===== config.mk =====
export PLATFORM = sky130hd
export DESIGN_NAME = tx_scheduler
export DESIGN_NICKNAME = d
export VERILOG_FILES = /design/src/rtl/tx_scheduler.sv
export SDC_FILE = /design/constraint.sdc
export NUM_CORES = 1
export LEC_CHECK = 0
export CAP_MARGIN = 20
export CORE_AREA = 2 2 80 59
export CTS_CLUSTER_DIAMETER = 150
export CTS_CLUSTER_SIZE = 12
export DETAILED_ROUTE_END_ITERATION = 6
export DIE_AREA = 0 0 82 61
export PLACE_DENSITY_LB_ADDON = 0.08
export SETUP_SLACK_MARGIN = 0.3
export SLEW_MARGIN = 20
export SYNTH_ARGS = -nofsm -noshare
export SYNTH_HDL_FRONTEND = slang
export SYNTH_SLANG_ARGS = --single-unit

===== constraint.sdc =====
create_clock -name clk -period 3.6 [get_ports clk]
set_clock_uncertainty 0.2 [all_clocks]
set_input_delay 0.36 -clock clk [delete_from_list [all_inputs] [get_ports clk]]
set_output_delay 0.36 -clock clk [all_outputs]
set_load 0.01 [all_outputs]

===== src/rtl/tx_scheduler.sv =====
// Round-robin scheduler sharing one byte-wide transmitter among four requesters.
// Issues a one-cycle start pulse, then tracks the transmitter busy/idle handshake.
module tx_scheduler #(
  parameter int unsigned TIMEOUT = 15
) (
  input  logic       clk,
  input  logic       rst,
  input  logic [3:0] req,
  input  logic [7:0] data0,
  input  logic [7:0] data1,
  input  logic [7:0] data2,
  input  logic [7:0] data3,
  input  logic       tx_ready,
  output logic       tx_start,
  output logic [7:0] tx_data,
  output logic [3:0] gnt,
  output logic [3:0] done,
  output logic       err,
  output logic [7:0] frame_cnt
);

  typedef enum logic [1:0] {StIdle, StIssue, StWaitBusy, StWaitDone} state_e;

  state_e      state_q, state_d;
  logic        tx_start_q, tx_start_d;
  logic [7:0]  tx_data_q, tx_data_d;
  logic [3:0]  gnt_q, gnt_d;
  logic [3:0]  done_q, done_d;
  logic        err_q, err_d;
  logic [7:0]  frame_cnt_q, frame_cnt_d;
  logic [1:0]  last_q, last_d;
  logic [1:0]  win_q, win_d;
  logic [3:0]  cnt_q, cnt_d;

  logic        pick_valid;
  logic [1:0]  pick_idx;
  logic [1:0]  cand;
  logic [7:0]  pick_data;
  logic        timeout_hit;

  // Search from the requester after the last winner, ascending with wrap.
  always_comb begin
    pick_valid = 1'b0;
    pick_idx   = last_q;
    cand       = '0;
    for (int k = 1; k <= 4; k++) begin
      cand = last_q + 2'(k);
      if (!pick_valid && req[cand]) begin
        pick_valid = 1'b1;
        pick_idx   = cand;
      end
    end
  end

  always_comb begin
    pick_data = data0;
    unique case (pick_idx)
      2'd0: pick_data = data0;
      2'd1: pick_data = data1;
      2'd2: pick_data = data2;
      2'd3: pick_data = data3;
      default: pick_data = data0;
    endcase
  end

  assign timeout_hit = ({1'b0, cnt_q} + 5'd1) == 5'(TIMEOUT);

  always_comb begin
    state_d     = state_q;
    tx_start_d  = 1'b0;
    tx_data_d   = tx_data_q;
    gnt_d       = gnt_q;
    done_d      = '0;
    err_d       = 1'b0;
    frame_cnt_d = frame_cnt_q;
    last_d      = last_q;
    win_d       = win_q;
    cnt_d       = cnt_q;
    unique case (state_q)
      StIdle: begin
        gnt_d = '0;
        if (tx_ready && pick_valid) begin
          gnt_d      = 4'b0001 << pick_idx;
          tx_data_d  = pick_data;
          tx_start_d = 1'b1;
          win_d      = pick_idx;
          state_d    = StIssue;
        end
      end
      StIssue: begin
        cnt_d   = '0;
        state_d = StWaitBusy;
      end
      StWaitBusy: begin
        if (!tx_ready) begin
          cnt_d   = '0;
          state_d = StWaitDone;
        end else if (timeout_hit) begin
          err_d   = 1'b1;
          gnt_d   = '0;
          last_d  = win_q;
          cnt_d   = '0;
          state_d = StIdle;
        end else begin
          cnt_d = cnt_q + 4'd1;
        end
      end
      StWaitDone: begin
        if (tx_ready) begin
          done_d      = gnt_q;
          gnt_d       = '0;
          frame_cnt_d = frame_cnt_q + 8'd1;
          last_d      = win_q;
          state_d     = StIdle;
        end
      end
      default: state_d = StIdle;
    endcase
  end

  always_ff @(posedge clk) begin
    if (rst) begin
      state_q     <= StIdle;
      tx_start_q  <= 1'b0;
      tx_data_q   <= '0;
      gnt_q       <= '0;
      done_q      <= '0;
      err_q       <= 1'b0;
      frame_cnt_q <= '0;
      last_q      <= 2'd3;
      win_q       <= '0;
      cnt_q       <= '0;
    end else begin
      state_q     <= state_d;
      tx_start_q  <= tx_start_d;
      tx_data_q   <= tx_data_d;
      gnt_q       <= gnt_d;
      done_q      <= done_d;
      err_q       <= err_d;
      frame_cnt_q <= frame_cnt_d;
      last_q      <= last_d;
      win_q       <= win_d;
      cnt_q       <= cnt_d;
    end
  end

  assign tx_start  = tx_start_q;
  assign tx_data   = tx_data_q;
  assign gnt       = gnt_q;
  assign done      = done_q;
  assign err       = err_q;
  assign frame_cnt = frame_cnt_q;

endmodule


== After elaboration in Yosys (flattened, before gate mapping) ==
Cells that the tools add are included.

* Flip-flop bits (word level): 36
* Input bits: 39
* Output and inout port bits: 26
* Word-level logic and storage cells: 93

* Add/subtract/negate cells: 6
* Order comparisons: 4
* Equal/unequal tests: 12
* Shift-type cells: 1
* Muxes and demuxes: 36
* Bitwise logic cells: 4
* Reduce and logical (&&, ||, !) cells: 20

{| class="wikitable"
|+ Operators with widths
! cell !! number
|-
| $pmux 8 s4 || 1
|-
| $mux 4 || 6
|-
| $mux 2 || 11
|-
| $lt 2x3->1 const B || 4
|-
| $pmux 4 s3 || 1
|-
| $mux 1 || 10
|-
| $add 8x1->8 const B || 1
|-
| $bmux 1 s2 || 4
|-
| $eq 2x2->1 const B || 4
|-
| $ne 2x2->1 const B || 4
|-
| $pmux 2 s4 || 1
|-
| $pmux 4 s2 || 1
|-
| $reduce_and 4->1 || 2
|-
| $reduce_or 3->1 || 2
|-
| $add 4x1->5 const B || 1
|-
| $eq 5x4->1 const B || 1
|-
| $add 2x2->2 const B || 2
|-
| $add 4x1->4 const B || 1
|-
| $eq 2x1->1 const B || 2
|-
| $logic_and 1x1->1 || 4
|-
| $logic_not 2->1 || 2
|-
| $not 1->1 || 4
|-
| $pmux 2 s2 || 1
|-
| $reduce_and 2->1 || 2
|-
| other kinds (8) || 11
|}

== Logic depth before layout (Yosys ltp) ==
* Word-level depth: 16
* Gate-level depth with buffers: 7
* Mapped depth without buffers: 6

== Least setup slack after synthesis ==
No wires, ideal clock.

* Path type: reg-to-reg
* Start: register last_q[1]
* End: register tx_data_q[0] (netlist: tx_data[0])
* Setup time: 0.122 ns
* Data arrival time: 1.670 ns
* Required time: 3.278 ns
* Setup slack: 1.608 ns
* Stages on the path, launching flop included: 7
* Path buffers: 1
* Clock period less this slack: 1.992 ns
* Cells stage by stage: dfxtp_1 > buf_6 > nand2b_4 > a21oi_4 > nor3_4 > mux2_4 > a221o_1

* Cells in the longest elaborated chain, start to end: 15
* Elaborated cells on any way between the ends: 32
* Classes of those cells: add/sub: 3; eq/ne: 3; mux: 17; reduce/logical: 9

{| class="wikitable"
|+ RTL lines
! item !! line !! text
|-
| start: declaration || 31 || <nowiki>logic [1:0] last_q, last_d;</nowiki>
|-
| start signal: assignment || 141 || <nowiki>last_q <= last_d;</nowiki>
|-
| $add 2x1->2 || 47 || <nowiki>cand = last_q + 2'(k);</nowiki>
|-
| $bmux 1 s2 || 48 || <nowiki>if (!pick_valid && req[cand]) begin</nowiki>
|-
| $mux 1 (not written as such) || 48 ||
|-
| $mux 1 || 48 ||
|-
| $logic_not 1->1 || 48 ||
|-
| $logic_and 1x1->1 || 48 ||
|-
| $mux 1 || 48 ||
|-
| $logic_not 1->1 || 48 ||
|-
| $logic_and 1x1->1 || 48 ||
|-
| $mux 1 || 48 ||
|-
| $logic_not 1->1 || 48 ||
|-
| $logic_and 1x1->1 || 48 ||
|-
| $mux 2 or $mux 1 (tied branches) || 48 ||
|-
| $eq 2x2->1, or another cell as far along || 57 || <nowiki>unique case (pick_idx)</nowiki>
|-
| $pmux 8 s4 or $reduce_and 2->1 (tied branches) || n/a ||
|-
| end signal: assignment || 136 || <nowiki>tx_data_q <= tx_data_d;</nowiki>
|-
| end: declaration || 26 || <nowiki>logic [7:0] tx_data_q, tx_data_d;</nowiki>
|}

Several ways; a longest one is shown, not always the timed one. The select of a mux whose other input is x is not followed.
A chain may end at the register's enable or synchronous reset.

== Worst setup path in the final report ==
* Start: input req[2]
* End: register tx_data_q[4] (netlist: tx_data[4])

* Cells in the longest elaborated chain, start to end: 14
* Elaborated cells on any way between the ends: 29
* Classes of those cells: eq/ne: 3; mux: 17; reduce/logical: 9

{| class="wikitable"
|+ RTL lines
! item !! line !! text
|-
| start: declaration || 8 || <nowiki>input logic [3:0] req,</nowiki>
|-
| $bmux 1 s2 || 48 ||
|-
| $mux 1 (not written as such) || 48 ||
|-
| $mux 1 || 48 ||
|-
| $logic_not 1->1 || 48 ||
|-
| $logic_and 1x1->1 || 48 ||
|-
| $mux 1 || 48 ||
|-
| $logic_not 1->1 || 48 ||
|-
| $logic_and 1x1->1 || 48 ||
|-
| $mux 1 || 48 ||
|-
| $logic_not 1->1 || 48 ||
|-
| $logic_and 1x1->1 || 48 ||
|-
| $mux 2 or $mux 1 (tied branches) || 48 ||
|-
| $eq 2x2->1, or another cell as far along || 57 ||
|-
| $pmux 8 s4 or $reduce_and 2->1 (tied branches) || n/a ||
|}

Several ways; a longest one is shown, not always the timed one. The select of a mux whose other input is x is not followed.

==> flow_summary.json <==
{
  "htreeDepth": 2,
  "cp-startpoint": "req[2]",
  "clk_latency_ps": 290,
  "synth_edf_count": 0,
  "worstHoldPathType": "flip-flop to flip-flop",
  "clock_path_buffers": 2,
  "synth-async-reset-ratio": 0,
  "startpoint_type": "input pin",
  "rows": 20,
  "dieArea_sq_um": 5002,
  "gp_congestion": 0.8573,
  "setup_viol": 0,
  "critPathMaxFanout": 10,
  "grt_max_degree": 27,
  "cts_buffers": 5,
  "vdd_drop_max_mv": 0.2071,
  "drt-vias-per-instance": 5.445,
  "first_pass_iters": 4,
  "maxSlewViolCount": 0,
  "pwr-share-seq": 0.423,
  "nNetsFinal": 328,
  "drv_cap": 0,
  "drc": 0,
  "fmax_mhz": 414.3,
  "hp-start": "win_q[1]$_SDFFE_PP0P_",
  "status": "completed",
  "synth_seq_cells": 36,
  "clkSinkCount": 36,
  "p_leak_nw": 1.051,
  "num_io_pins": 65,
  "p_int_mw": 0.7708,
  "pwr-share-clk": 0.329,
  "tightest_slew_ps": 637.8,
  "hpwl_um": 3655,
  "fp.coreArea_sq_um": 4204,
  "start_util": 0.4720,
  "ys_warn_count": 0,
  "antenna_found_initial": 0,
  "synth_fp_nets": 266,
  "io_buffers": 64,
  "synth_ff_type": "dfxtp_1",
  "postSynthCellCount": 219,
  "reg2reg_from": "last_q[1]$_SDFFE_PP1P_",
  "grt_pass1_wl_um": 7652,
  "fin_crit_sh": 0.6704,
  "cp_data_required_time_ps": 3580,
  "combPwrFrac": 0.248,
  "max_slew_margin": 0.5748,
  "wirelength_um": 4801,
  "end_kind": "flip-flop",
  "p_sw_mw": 0.2919,
  "syn2layout_area_growth_pct": 39.34,
  "overflow": 0,
  "post-cts-setup-buffers": 0,
  "p_per_area_nw_per_um2": 384.3,
  "critPathArrivalTime_ps": 2390,
  "cts.clk_slew.worst_paths_ps": 70,
  "diodes": 0,
  "grt_pass1_vias": 1580,
  "grt_usage": 0.2036,
  "vias": 1835,
  "rsz0062_at_grt": "false",
  "syn_area_sq_um": 1984,
  "cts_tree": "done",
  "swShare": 0.2747,
  "ys_seq_area_frac": 0.3632,
  "period_needed_ps": 2414,
  "post_cts_resized": 0,
  "final_antenna_net_count": 0,
  "r2r_slack_ps": 1270,
  "drt_iter0_markers": 81,
  "avgSynthCellArea_sq_um": 9.061,
  "wire_per_inst_um": 14.25,
  "hold_viol": 0,
  "nFillCells": 371,
  "cts_root_buffer": "clkbuf_8",
  "finalSetupTns_ps": 0,
  "dieWidth_um": 82,
  "synth_cell_type_count": 51,
  "die_h_um": 61,
  "layout_setup_ws_ps": 1186,
  "crit_type": "input pin to flip-flop",
  "layout-drive-gt1-share": 0.1064,
  "ctsHoldBuffers": 0,
  "dpl_worst_slack_ps": 851.2
}
## state kept, by name, summed over array words and instances (netlist names)
register / count
state_q: 2
done: 4
err: 1
win_q: 2
cnt_q: 4
tx_start: 1
tx_data: 8
last_q: 2
frame_cnt: 8
gnt: 4
## power by group through the flow
stage	Clock (mW)	Combinational [mW]	Sequential (mW)
finish	0.350	0.263	0.449
global route	0.380	0.287	0.453
CTS	0.356	0.263	0.449
detailed placement	0	0.260	0.457
global placement	0	0.261	0.457
floorplan	0	0.147	0.460
## final timing paths
path	to	cells past startpoint
max	tx_data[4]$_SDFFE_PP0P_	6
min	win_q[1]$_SDFFE_PP0P_	2
max reg2reg	tx_data[4]$_SDFFE_PP0P_	5
min reg2reg	win_q[1]$_SDFFE_PP0P_	2
## synthesized netlist by cell type, types with 2 or more instances
library cell	number	share of area
o41ai_1	2	0.0088
buf_2	2	0.0050
mux2i_1	2	0.010
a31oi_1	3	0.0095
nor3_1	5	0.013
nand2b_1	4	0.013
a221o_1	8	0.040
inv_1	10	0.019
a21oi_1	16	0.040
a21o_2	2	0.0088
mux2_2	8	0.045
xor2_1	4	0.018
o31ai_1	8	0.030
xnor2_1	3	0.013
nand3_1	9	0.023
nor2_1	18	0.034
dfxtp_1	36	0.36
a21oi_4	2	0.016
and3_1	3	0.0095
clkbuf_1	7	0.013
o2bb2ai_1	5	0.022
nand4_1	10	0.032
nand2_1	11	0.021
and2_1	6	0.019
nor4_1	2	0.0063
ha_1	8	0.050
## stage by stage
step / std cells / instance area, sq um / power, mW / hold slack (ps) / util
final: 337 / 2765 / 1.063 / 272.7 / 0.6577
after global placement: 329 / 2654 / 0.7176 / 249.1 / 0.6313
after CTS: 337 / 2765 / 1.068 / 273.3 / 0.6577
after global routing: 337 / 2765 / 1.120 / 305.5 / 0.6577
after detailed placement: 329 / 2654 / 0.7178 / 252.8 / 0.6313
after floorplan: 219 / 1984 / 0.6072 / 236.7 / -
## layout make-up
| cell class | instances | area, sq um | area share |
|---|---|---|---|
| clock buffer | 5 | 68.82 | 0.02489 |
| inverter | 10 | 37.54 | 0.01357 |
| multi-input combinational | 163 | 1179 | 0.4262 |
| sequential | 36 | 720.7 | 0.2606 |
| tap | 55 | 68.82 | 0.02489 |
| clock inverter | 3 | 42.54 | 0.01538 |
| timing repair buffer | 65 | 648.1 | 0.2344 |
## critical path, cell delays in order
cell	delay, ps
clkdlybuf4s50_1	600
nand2b_1	210
a21oi_4	120
nor3_4	420
mux2_2	400
a221o_1	280
## logic make-up (layout without fill, tap and decap cells)
logic type	Yosys count	count (layout)	synth area share
and+or+nand+nor	82	82	0.2352
buffers and inverters	20	83	0.04288
AOI/OAI and AO/OA	55	55	0.2144
adders and majority gates	8	8	0.05044
xor gates and xnor gates	7	7	0.03090
muxes	11	11	0.06305
DFF	36	36	0.3632
## per-layer routing
layer | wire length [um] | vias to the layer above | track usage
li1 | - | 940 | -
met1 | 2571 | 853 | 0.3186
met2 | 2003 | 37 | 0.2683
met3 | 181 | 5 | 0.04464
met4 | 44 | 0 | 0.07143
met5 | 0 | - | 0
## cells in the final DEF, fill, tap and decap left out, types with 2 or more instances in the layout
cell / n
a21oi_1: 16
a21oi_4: 2
nand2b_1: 4
nor2_1: 18
nand4_1: 10
a221o_1: 8
nand3_1: 9
clkbuf_8: 5
nor3_1: 5
o41ai_1: 2
o31ai_1: 8
nand2_1: 11
inv_1: 10
xnor2_1: 3
o2bb2ai_1: 5
nor4_1: 2
mux2_2: 8
clkdlybuf4s50_1: 64
dfxtp_1: 36
and2_1: 6
a21o_2: 2
a31oi_1: 3
and3_1: 3
xor2_1: 4
mux2i_1: 2
ha_1: 8
(Power assumes the default switching activity.)
